[src/rtl/mem_arb_pkg.sv]
// Shared types and constants for the instruction/data memory bus arbiter.
package mem_arb_pkg;

   typedef enum logic [2:0] {
      IDLE   = 3'd0,
      I_ADDR = 3'd1,
      I_DATA = 3'd2,
      D_ADDR = 3'd3,
      D_DATA = 3'd4
   } arb_state_t;

   localparam logic [1:0] SZ_BYTE = 2'd0;
   localparam logic [1:0] SZ_HALF = 2'd1;
   localparam logic [1:0] SZ_WORD = 2'd2;

endpackage

[src/rtl/mem_arb_hold.sv]
// Per-port completion holder: keeps the read result and done flag until the whole pipeline advances.
module mem_arb_hold
   import mem_arb_pkg::*;
#(
   parameter int DATA_W = 32
) (
   input  logic              clk,
   input  logic              resetn,
   input  logic              req,
   input  logic              complete,
   input  logic [DATA_W-1:0] rdata_in,
   input  logic              release_en,
   output logic [DATA_W-1:0] rdata,
   output logic              stall
);

   logic done;

   // Completion wins over release; a port only completes while it is itself stalling.
   always_ff @(posedge clk or negedge resetn) begin
      if (!resetn) begin
         done  <= 1'b0;
         rdata <= '0;
      end else if (complete) begin
         done  <= 1'b1;
         rdata <= rdata_in;
      end else if (release_en) begin
         done  <= 1'b0;
      end
   end

   assign stall = req & ~done;

endmodule

[src/rtl/mem_arbiter.sv]
// Serializes fetch and load/store accesses onto one SRAM-like bus, data port first.
module mem_arbiter
   import mem_arb_pkg::*;
#(
   parameter int ADDR_W = 32,
   parameter int DATA_W = 32
) (
   input  logic              clk,
   input  logic              resetn,
   input  logic              inst_req,
   input  logic [ADDR_W-1:0] inst_addr,
   output logic [DATA_W-1:0] inst_rdata,
   input  logic              data_req,
   input  logic              data_wr,
   input  logic [1:0]        data_size,
   input  logic [ADDR_W-1:0] data_addr,
   input  logic [DATA_W-1:0] data_wdata,
   output logic [DATA_W-1:0] data_rdata,
   output logic              bus_req,
   output logic              bus_wr,
   output logic [1:0]        bus_size,
   output logic [ADDR_W-1:0] bus_addr,
   output logic [DATA_W-1:0] bus_wdata,
   input  logic              bus_addr_ok,
   input  logic              bus_data_ok,
   input  logic [DATA_W-1:0] bus_rdata,
   output logic              i_stall,
   output logic              d_stall,
   output logic              longest_stall
);

   arb_state_t state;
   logic       i_complete;
   logic       d_complete;
   logic       release_en;

   // A combined addr_ok/data_ok in the address phase completes without a data-phase cycle.
   assign i_complete = bus_data_ok & ((state == I_DATA) | ((state == I_ADDR) & bus_addr_ok));
   assign d_complete = bus_data_ok & ((state == D_DATA) | ((state == D_ADDR) & bus_addr_ok));

   assign longest_stall = i_stall | d_stall;
   assign release_en    = ~longest_stall;

   always_ff @(posedge clk or negedge resetn) begin
      if (!resetn) begin
         state     <= IDLE;
         bus_req   <= 1'b0;
         bus_wr    <= 1'b0;
         bus_size  <= SZ_BYTE;
         bus_addr  <= '0;
         bus_wdata <= '0;
      end else begin
         case (state)
            IDLE: begin
               if (d_stall) begin
                  state     <= D_ADDR;
                  bus_req   <= 1'b1;
                  bus_wr    <= data_wr;
                  bus_size  <= data_size;
                  bus_addr  <= data_addr;
                  bus_wdata <= data_wdata;
               end else if (i_stall) begin
                  state     <= I_ADDR;
                  bus_req   <= 1'b1;
                  bus_wr    <= 1'b0;
                  bus_size  <= SZ_WORD;
                  bus_addr  <= inst_addr;
                  bus_wdata <= '0;
               end
            end
            I_ADDR: begin
               if (bus_addr_ok) begin
                  bus_req <= 1'b0;
                  state   <= bus_data_ok ? IDLE : I_DATA;
               end
            end
            D_ADDR: begin
               if (bus_addr_ok) begin
                  bus_req <= 1'b0;
                  state   <= bus_data_ok ? IDLE : D_DATA;
               end
            end
            I_DATA, D_DATA: begin
               if (bus_data_ok) state <= IDLE;
            end
            default: state <= IDLE;
         endcase
      end
   end

   mem_arb_hold #(.DATA_W(DATA_W)) u_inst_hold (
      .clk        (clk),
      .resetn     (resetn),
      .req        (inst_req),
      .complete   (i_complete),
      .rdata_in   (bus_rdata),
      .release_en (release_en),
      .rdata      (inst_rdata),
      .stall      (i_stall)
   );

   mem_arb_hold #(.DATA_W(DATA_W)) u_data_hold (
      .clk        (clk),
      .resetn     (resetn),
      .req        (data_req),
      .complete   (d_complete),
      .rdata_in   (bus_rdata),
      .release_en (release_en),
      .rdata      (data_rdata),
      .stall      (d_stall)
   );

endmodule

[config.mk]
export PLATFORM = sky130hd
export DESIGN_NAME = mem_arbiter
export DESIGN_NICKNAME = d
export VERILOG_FILES = /design/src/rtl/mem_arb_pkg.sv /design/src/rtl/mem_arb_hold.sv /design/src/rtl/mem_arbiter.sv
export SDC_FILE = /design/constraint.sdc
export NUM_CORES = 1
export LEC_CHECK = 0
export ABC_AREA = 1
export BUFFER_PORTS_ARGS = -buffer_cell sky130_fd_sc_hd__buf_2
export CORE_MARGIN = 2
export CORE_UTILIZATION = 47
export DETAILED_ROUTE_END_ITERATION = 7
export PLACE_DENSITY_LB_ADDON = 0.12
export SKIP_CTS_REPAIR_TIMING = 1
export SYNTH_ARGS = -nofsm -noshare
export SYNTH_HDL_FRONTEND = slang
export SYNTH_SLANG_ARGS = --single-unit
export TNS_END_PERCENT = 5
[constraint.sdc]
create_clock -name clk -period 1.9 [get_ports clk]
set_input_delay 0 -clock clk [delete_from_list [all_inputs] [get_ports clk]]
set_output_delay 0 -clock clk [all_outputs]
set_load 0.05 [all_outputs]
==> flow_summary.ini <==
[timing]
final.setup.worst_slack_ns = 0.210
skew_ns = 0.00691
setup-violations-final = 0
hold_viol = 0
worst_pin_slew_ns = 0.628
rsz0062_at_grt = false
setup-tns-final_ns = 0
fmax_ghz = 0.592
period_minus_slack_ns = 1.69
post-route-period-util_pct = 89.0
drv_slew = 0
slew_headroom_pct = 58.1

[route]
postRouteAntennaNets = 0
drt_wl_total_um = 18800
wire_per_inst_um = 15.5
dr.pass1.iters = 8
vias = 6157
drcViolationCount = 0
drtIter0Drc = 544
via_per_inst = 5.08

[flow_run]
drv_cap = 0

[hold_path]
hold_start = data_req
holdCritPathClass = in -> reg
hold_path_depth = 6
hold_end = bus_size[1]$_DFFE_PN0P_

[power_and_ir_drop]
total_power_w = 0.0179
vdd_drop_max_mv = 1.42
powerDensity_mw_per_mm2 = 1950
power.leakage_nw = 5.11

[clock_tree]
numCtsBuffers = 17
clkSinkCount = 137
path_clk_slew_ns = 0.06
clock_latency_ns = 0.41
cts_tree = built
cts.path.max_buffers = 2
clockRootBuffer = clkbuf_16
htreeDepth = 4

[synth]
synthArstFlopShare_pct = 100
synth.most_common_cell = nand2_1
netlist_area_mm2 = 0.00574
synth.area.top_cells = dfrtp_1 60%, nand2_1 21%, nand3_1 6.1%
synth_edf_count = 0
yosysWarnings = 0
synth_top_area_share_pct = 59.7
syn_nets = 791
yosys.area.top_type = dfrtp_1
syn_inst = 654
ys_types = 18
synth_ff_type = dfrtp_1
synth-seq-cells = 137
ys_seq_area_share_pct = 59.7
postSynthAreaPerCell_um2 = 8.78
ys_top_cells_by_count = 315 x nand2_1, 137 x dfrtp_1, 70 x nand3_1

[floorplan]
core_mm2 = 0.0120
start_util_pct = 48.0
dieHeight_um = 115
fp.dieW_um = 115
die_area_mm2 = 0.0131
rows = 40
io_pins = 272

[setup_path]
timing.critical_path.from_type = flip-flop
reg2reg_from = state[1]$_DFFE_PN0P_
cp_max_fo = 34
r2r_setup_slack_ns = 0.21
crit_type = reg -> reg
reg2reg_depth = 7
critPathCaptureType = flip-flop
worstPathRequired_ns = 2.24
worstReg2RegEnd = bus_wdata[7]$_DFFE_PN0P_
critical_path_arrival_ns = 2.03

[cells_and_area]
drive_gt1_share_pct = 33.6
finalNetCount = 1189
antenna_cells = 0
area_growth_pct = 59.4

[global_route]
antenna_found_initial = 0
grt_max_degree = 67
grt-ovfl-total = 0
grt_pass1_vias = 5135
grt_pass1_wl_um = 25200
grtUsageTotal_pct = 24.5

[placed_design]
io_buffer_count = 271
dp_slack_ns = 0.308
dpl.hpwl_um = 11300
place_congestion = 0.810

[run_status]
outcome = complete, no violations
==> power breakdown <==
part           switching (W)  internal [W]  leakage, nW  total (W)
Sequential          0.000730       0.00427         1.72    0.00500
Combinational        0.00738       0.00220         3.10    0.00958
Clock                0.00122       0.00207        0.292    0.00330
Total                0.00934       0.00854         5.11     0.0179
==> cells in the final DEF, fill, tap and decap left out <==
cell type	count
inv_2	4
clkbuf_16	17
o21ai_0	2
inv_1	8
buf_12	3
dfrtp_1	137
nor2_1	8
o211ai_1	32
nand2_1	315
clkbuf_1	1
or2_2	32
inv_6	1
buf_4	10
clkinvlp_4	2
clkinv_4	2
buf_2	270
nand3_1	70
nor2_2	1
dlygate4sd3_1	133
nand2_2	5
clkinv_2	3
clkinv_1	1
bufinv_16	2
clkbuf_8	4
buf_6	1
nor2_4	1
==> metal layers <==
metal	wire (µm)	part of all wire, %	global-route usage, %
met5	0	0	0
met1	7360	39	30.7
met2	9260	49	40.6
met4	736	3.9	8.37
met3	1460	7.8	7.25
==> through the flow <==
| stage | area, µm² | cells | utilization (%) | hold slack, ns |
|---|---|---|---|---|
| after floorplan | 5740 | 654 | - | -0.296 |
| after global placement | 7220 | 1047 | 60.4 | 0.0263 |
| after detailed placement | 7220 | 1047 | 60.4 | 0.0351 |
| after CTS | 7820 | 1079 | 65.4 | -0.407 |
| after global routing | 9150 | 1212 | 76.5 | 0.113 |
| final | 9150 | 1212 | 76.5 | 0.0750 |
==> critical path, stage by stage (launching register included) <==
cell	delay, ns
dfrtp_1	0.45
nor2_2	0.19
nand2_2	0.11
inv_1	0.09
nand2_1	0.10
inv_2	0.43
nand2_1	0.14
nand2_1	0.11
==> area by class of cell <==
| type | count | area [µm²] |
|---|---|---|
| inverter | 13 | 48.8 |
| clock buffer | 22 | 484 |
| timing repair buffer | 417 | 2830 |
| fill | 798 | 2810 |
| clock inverter | 10 | 116 |
| multi-input combinational | 466 | 2060 |
| sequential | 137 | 3430 |
| tap | 147 | 184 |
==> worst max path at each step <==
stage                                 start                         to  slack, ns  cells after the start
2_1_floorplan  u_data_hold.done$_DFFE_PN0P_    bus_size[0]$_DFFE_PN0P_       0.35                     10
3_3_place_gp           state[1]$_DFFE_PN0P_   bus_wdata[9]$_DFFE_PN0P_       0.42                      7
3_5_place_dp           state[1]$_DFFE_PN0P_   bus_wdata[9]$_DFFE_PN0P_       0.31                      7
4_1_cts        u_data_hold.done$_DFFE_PN0P_                    d_stall       0.26                      5
5_1_grt                state[1]$_DFFE_PN0P_  bus_wdata[17]$_DFFE_PN0P_       0.06                      7
6_report               state[1]$_DFFE_PN0P_   bus_wdata[7]$_DFFE_PN0P_       0.21                      7
==> kinds of logic after synthesis <==
kind of cell	share of synthesized area (%)
buffers and inverters	4.36
AO/OA/AOI/OAI	4.36
AND/OR/NAND/NOR	31.6
flip-flops	59.7
==> flip-flops by register name, summed over array words and instances, names as in the netlist <==
name,count
bus_addr,32
bus_size,2
state,3
bus_req,1
u_inst_hold.rdata,32
bus_wr,1
u_data_hold.done,1
u_inst_hold.done,1
u_data_hold.rdata,32
bus_wdata,32
No activity file was read; power rests on OpenSTA's default activity.
